<file path="config.mk">
export PLATFORM = sky130hd
export DESIGN_NAME = motor_step_driver
export DESIGN_NICKNAME = d
export VERILOG_FILES = /design/src/rtl/motor_step_driver_pkg.sv /design/src/rtl/stepper_axis.sv /design/src/rtl/motor_step_driver.sv
export SDC_FILE = /design/constraint.sdc
export NUM_CORES = 1
export LEC_CHECK = 0
export BUFFER_PORTS_ARGS = -buffer_cell sky130_fd_sc_hd__buf_2
export CAP_MARGIN = 20
export CORE_AREA = 2 2 111 113
export CTS_BUF_LIST = sky130_fd_sc_hd__clkbuf_4
export CTS_CLUSTER_DIAMETER = 150
export DETAILED_ROUTE_END_ITERATION = 12
export DIE_AREA = 0 0 113 115
export PLACE_DENSITY_LB_ADDON = 0.08
export SYNTH_ARGS = -nofsm -noshare
export SYNTH_HDL_FRONTEND = slang
export SYNTH_SLANG_ARGS = --single-unit
</file>
<file path="constraint.sdc">
create_clock -name clk -period 5.7 [get_ports clk]
set_clock_uncertainty 0.05 [all_clocks]
set_input_delay 0.855 -clock clk [delete_from_list [all_inputs] [get_ports clk]]
set_output_delay 0.855 -clock clk [all_outputs]
set_load 0.03 [all_outputs]
</file>
<file path="src/rtl/motor_step_driver_pkg.sv">
// Shared definitions for the two-axis stepper driver: axis state encoding,
// request decode, wave-drive coil table and position width.
package motor_step_driver_pkg;

  localparam int POS_W = 16;

  typedef enum logic [1:0] {
    ST_IDLE    = 2'd0,
    ST_RUN_POS = 2'd1,
    ST_RUN_NEG = 2'd2,
    ST_DEAD    = 2'd3
  } axis_state_t;

  typedef enum logic [1:0] {
    REQ_NONE = 2'd0,
    REQ_FWD  = 2'd1,
    REQ_REV  = 2'd2
  } axis_req_t;

  // Both directions at once is contradictory and is treated as no request.
  function automatic axis_req_t decode_req(input logic pos, input logic neg);
    if (pos && !neg) return REQ_FWD;
    if (!pos && neg) return REQ_REV;
    return REQ_NONE;
  endfunction

  function automatic logic [3:0] phase_to_coil(input logic [1:0] phase);
    case (phase)
      2'd0:    return 4'b0001;
      2'd1:    return 4'b0010;
      2'd2:    return 4'b0100;
      default: return 4'b1000;
    endcase
  endfunction

endpackage

</file>
<file path="src/rtl/stepper_axis.sv">
// One stepper axis: run/dead-time FSM, electrical phase, position count, coil register.
// Latency: state, coil and position respond one clk after a request change.
// Backpressure: none; requests are level-sampled every cycle.
module stepper_axis
  import motor_step_driver_pkg::*;
#(
  parameter int DEAD_TICKS = 4
) (
  input  logic             clk,
  input  logic             rst,
  input  logic             tick,
  input  logic             req_pos,
  input  logic             req_neg,
  output logic [3:0]       coil,
  output logic [POS_W-1:0] pos,
  output logic             moving
);

  localparam logic [7:0] DEAD_LOAD = 8'(DEAD_TICKS);

  axis_state_t      state, state_nxt;
  axis_req_t        req;
  logic [1:0]       phase, phase_nxt;
  logic [7:0]       dead_cnt, dead_cnt_nxt;
  logic [POS_W-1:0] pos_nxt;

  assign req = decode_req(req_pos, req_neg);

  always_comb begin
    state_nxt    = state;
    phase_nxt    = phase;
    dead_cnt_nxt = dead_cnt;
    pos_nxt      = pos;
    case (state)
      ST_IDLE: begin
        if (req == REQ_FWD)      state_nxt = ST_RUN_POS;
        else if (req == REQ_REV) state_nxt = ST_RUN_NEG;
      end
      ST_RUN_POS: begin
        if (req == REQ_NONE) state_nxt = ST_IDLE;
        else if (req == REQ_REV) begin
          state_nxt    = ST_DEAD;
          dead_cnt_nxt = DEAD_LOAD;
        end
      end
      ST_RUN_NEG: begin
        if (req == REQ_NONE) state_nxt = ST_IDLE;
        else if (req == REQ_FWD) begin
          state_nxt    = ST_DEAD;
          dead_cnt_nxt = DEAD_LOAD;
        end
      end
      ST_DEAD: begin
        if (dead_cnt == 8'd0) state_nxt = ST_IDLE;
        else if (tick)        dead_cnt_nxt = dead_cnt - 8'd1;
      end
    endcase

    // Steps only while staying in a run state, so the entry tick never steps.
    if (tick && state == ST_RUN_POS && state_nxt == ST_RUN_POS) begin
      phase_nxt = phase + 2'd1;
      pos_nxt   = pos + POS_W'(1);
    end else if (tick && state == ST_RUN_NEG && state_nxt == ST_RUN_NEG) begin
      phase_nxt = phase - 2'd1;
      pos_nxt   = pos - POS_W'(1);
    end
  end

  always_ff @(posedge clk or negedge rst) begin
    if (!rst) begin
      state    <= ST_IDLE;
      phase    <= 2'd0;
      dead_cnt <= 8'd0;
      pos      <= '0;
      coil     <= 4'b0000;
    end else begin
      state    <= state_nxt;
      phase    <= phase_nxt;
      dead_cnt <= dead_cnt_nxt;
      pos      <= pos_nxt;
      coil     <= (state_nxt == ST_RUN_POS || state_nxt == ST_RUN_NEG) ?
                  phase_to_coil(phase_nxt) : 4'b0000;
    end
  end

  assign moving = (state == ST_RUN_POS) || (state == ST_RUN_NEG);

endmodule

</file>
<file path="src/rtl/motor_step_driver.sv">
// Two-axis (theta/phi) wave-drive stepper driver with a shared step-rate prescaler.
// Latency: one clk from request change to outputs; steps land on prescaler ticks.
// Backpressure: none; move requests are level inputs.
module motor_step_driver
  import motor_step_driver_pkg::*;
#(
  parameter int STEP_DIV   = 50000,
  parameter int DEAD_TICKS = 4
) (
  input  logic             clk,
  input  logic             rst,
  input  logic             s_out_theta_pos,
  input  logic             s_out_theta_neg,
  input  logic             s_out_phi_pos,
  input  logic             s_out_phi_neg,
  output logic [3:0]       coil_theta,
  output logic [3:0]       coil_phi,
  output logic [POS_W-1:0] pos_theta,
  output logic [POS_W-1:0] pos_phi,
  output logic             moving_theta,
  output logic             moving_phi
);

  localparam int            PW       = $clog2(STEP_DIV);
  localparam logic [PW-1:0] PRE_LAST = PW'(STEP_DIV - 1);

  logic [PW-1:0] pre_cnt;
  logic          tick;

  assign tick = (pre_cnt == PRE_LAST);

  always_ff @(posedge clk or negedge rst) begin
    if (!rst)      pre_cnt <= '0;
    else if (tick) pre_cnt <= '0;
    else           pre_cnt <= pre_cnt + PW'(1);
  end

  stepper_axis #(.DEAD_TICKS(DEAD_TICKS)) u_theta (
    .clk     (clk),
    .rst     (rst),
    .tick    (tick),
    .req_pos (s_out_theta_pos),
    .req_neg (s_out_theta_neg),
    .coil    (coil_theta),
    .pos     (pos_theta),
    .moving  (moving_theta)
  );

  stepper_axis #(.DEAD_TICKS(DEAD_TICKS)) u_phi (
    .clk     (clk),
    .rst     (rst),
    .tick    (tick),
    .req_pos (s_out_phi_pos),
    .req_neg (s_out_phi_neg),
    .coil    (coil_phi),
    .pos     (pos_phi),
    .moving  (moving_phi)
  );

endmodule

</file>
==> out/metrics.cfg <==
[synth]
ys_seq_area_frac=0.388
synth_top_family_by_area=simple AND/OR/NAND/NOR gates
yosys.area.top_type=dfrtp_1
synth_top_area_frac=0.388
syn_inst=554
yosys-top-cells-area=dfrtp_1, ha_1, xnor2_1, o21ai_0, nand2_1
synth_cell_types=61
yosysMostFrequentCell=dfrtp_1
synth_area_per_cell_um2=9.32
synthXorXnorAreaFrac=0.0950
synth_enable_flop_cells=0
synthTopCellsByCount=dfrtp_1, nand2_1, ha_1
async_flop_share=1.00
ys_ff_latch=80
synth_compound_area_frac=0.146
ys.warnings.count=0
yosys.area_share.simple=0.201
synthAdderAreaFrac=0.126
syn_nets=611
synth.area.mux_share=0.00581
netlist_area_um2=5160
synth_top_flop_cell=dfrtp_1

[timing]
setup_viol=0
finalHoldViolCount=0
post-route-period-util=0.828
rsz0062_at_grt=false
slew_viol_final=0
period_minus_slack_ns=4.72
max_freq_mhz=212
tns_ns=0
worst_pin_slew_ns=0.800
whs_ns=0.298
max_slew_margin=0.467

[clocking]
cts_made_buffers=9
cts_tree=built
cts_max_path_buffers=2
clkTransAtPathRegs_ns=0.13
cts_hold_buf=0
cts_setup_buffers=0
cts.sinks=80
cts_resized=0
clk_latency_ns=0.45
ctsHtreeMaxLevel=3
root_buffer=clkbuf_4

[route]
post_drt_wl_per_cell_um=13.6
vias=3966
routed_via_density=5.23
routed_wl_mm=10.3
first_iter_violations=152
drc_errors=3
antenna_left=0
dr.pass1.iters=8

[layout]
area_delta_synth_final_pct=10.9
fin_util=0.485
drive_above_1_share=0.136
diodes=0
num-nets-final=664
fin_cells=759

[die]
ios=48
die_area_um2=13000
initial_utilization=0.437
die_w_um=113
rows=40
die_y_um=115
coreArea_um2=11800

[worst_setup_path]
r2r_cells=16
crit_start=u_phi.dead_cnt[2]
reg2reg_setup_slack_ns=0.98
timing.rr.end=u_phi.pos[15]
critPathMaxFanout=11
crit_path_end_kind=register
critical_path_class=register to register
crit_path_start_kind=register
critPathRequiredTime_ns=6.03
crit-reg2reg-launch=u_phi.dead_cnt[2]
worstPathArrival_ns=5.05
critPathCapture=u_phi.pos[15]

[global_route]
grt_pass1_wl_mm=18.0
grt_use_total=0.170
antenna_found_initial=0
grt_start_max_net_pins=81
grt_overflow=0
grt_pass1_vias=3876

[run]
maxCapViolations=0

[outcome]
outcome=finished with violations
violations=design-rule violations

[place]
dp.cells=742
io_buffers=47
dp_hpwl_mm=7.37
place_congestion=0.840

[min_path]
worstHoldPathType=input pin to async pin

[power]
worst_ir_drop_vdd_v=0.000115
p_leak_uw=0.00279
p_per_area_nw_per_um2=229

## registers in the layout, summed over array words and instances (netlist names)
name / count
u_phi.coil: 4
u_theta.state: 2
u_phi.pos: 16
u_phi.dead_cnt: 8
u_phi.state: 2
u_theta.pos: 16
pre_cnt: 16
u_theta.phase: 2
u_theta.dead_cnt: 8
u_phi.phase: 2
u_theta.coil: 4
## critical path, cell delays in order (launching register included)
cell	delay, ns
dfrtp_1	0.47
nor4_1	0.42
nand4bb_1	0.24
a22o_1	0.26
or2_2	0.28
a31oi_1	0.24
inv_1	0.09
ha_1	0.26
nand3_1	0.38
ha_1	0.34
a211oi_1	0.29
o211ai_1	0.16
a41oi_1	0.39
o21ai_0	0.19
a41o_1	0.28
mux2i_1	0.17
xor2_1	0.15
## routing by layer
layer  GRT usage  routed length, um
met1       0.224               5110
met5           0                  0
met2       0.279               4700
met3      0.0274                336
met4      0.0764                196
## worst min path at each step
stage / to / slack, ns
after floorplan: pre_cnt[0] / 0.38
after global placement: pre_cnt[0] / 0.40
after detailed placement: pre_cnt[0] / 0.40
after CTS: pre_cnt[0] / 0.42
after global routing: pre_cnt[3] / 0.31
final: u_phi.pos[8] / 0.30
## area by class of cell
class | instances | area [um^2]
well taps | 147 | 184
inverters | 39 | 146
repair buffers | 53 | 295
multi-input cells | 424 | 2960
clock buffers | 10 | 75.1
clock inverters | 6 | 58.8
flip-flops and latches | 80 | 2000
fillers | 1142 | 6090
## kinds of logic (layout without fill, tap and decap cells)
family	count (synthesis)	in the layout
simple gates	193	193
compound gates	121	121
flops	80	80
xor+xnor	56	56
fa+ha+maj	51	51
buf+inv	50	108
mux	3	3
## metrics by stage
step,area (um^2),total power (uW),worst slack [ns]
floorplan,5160,890,1.11
global placement,5570,971,0.978
detailed placement,5570,978,0.834
CTS,5710,1330,0.995
global route,5730,1400,0.549
finish,5730,1310,0.980
## layout by cell type (no fill, tap or decap), types with 4 or more instances in the layout
cell,netlist,routed
buf_2,0,46
nand2_1,54,54
buf_4,1,6
nand4_1,8,8
o21a_1,4,4
nor2_1,37,37
inv_1,39,39
clkbuf_4,0,10
nor2b_1,11,11
nand3_1,18,18
nor3_1,10,10
o211ai_1,4,4
and3_1,5,5
ha_1,49,49
nand2b_1,14,14
xnor2_1,34,34
nor3b_1,9,9
o21ai_0,48,48
a21o_1,9,9
nor4_1,5,5
xor2_1,22,22
o31ai_1,6,6
a21oi_1,26,26
dfrtp_1,80,80
## report_power, final
| group | switching [uW] | internal, uW | total [uW] |
|---|---|---|---|
| logic | 239 | 120 | 359 |
| registers | 21.5 | 588 | 609 |
| clock network | 206 | 137 | 343 |
(Power assumes the default switching activity.)
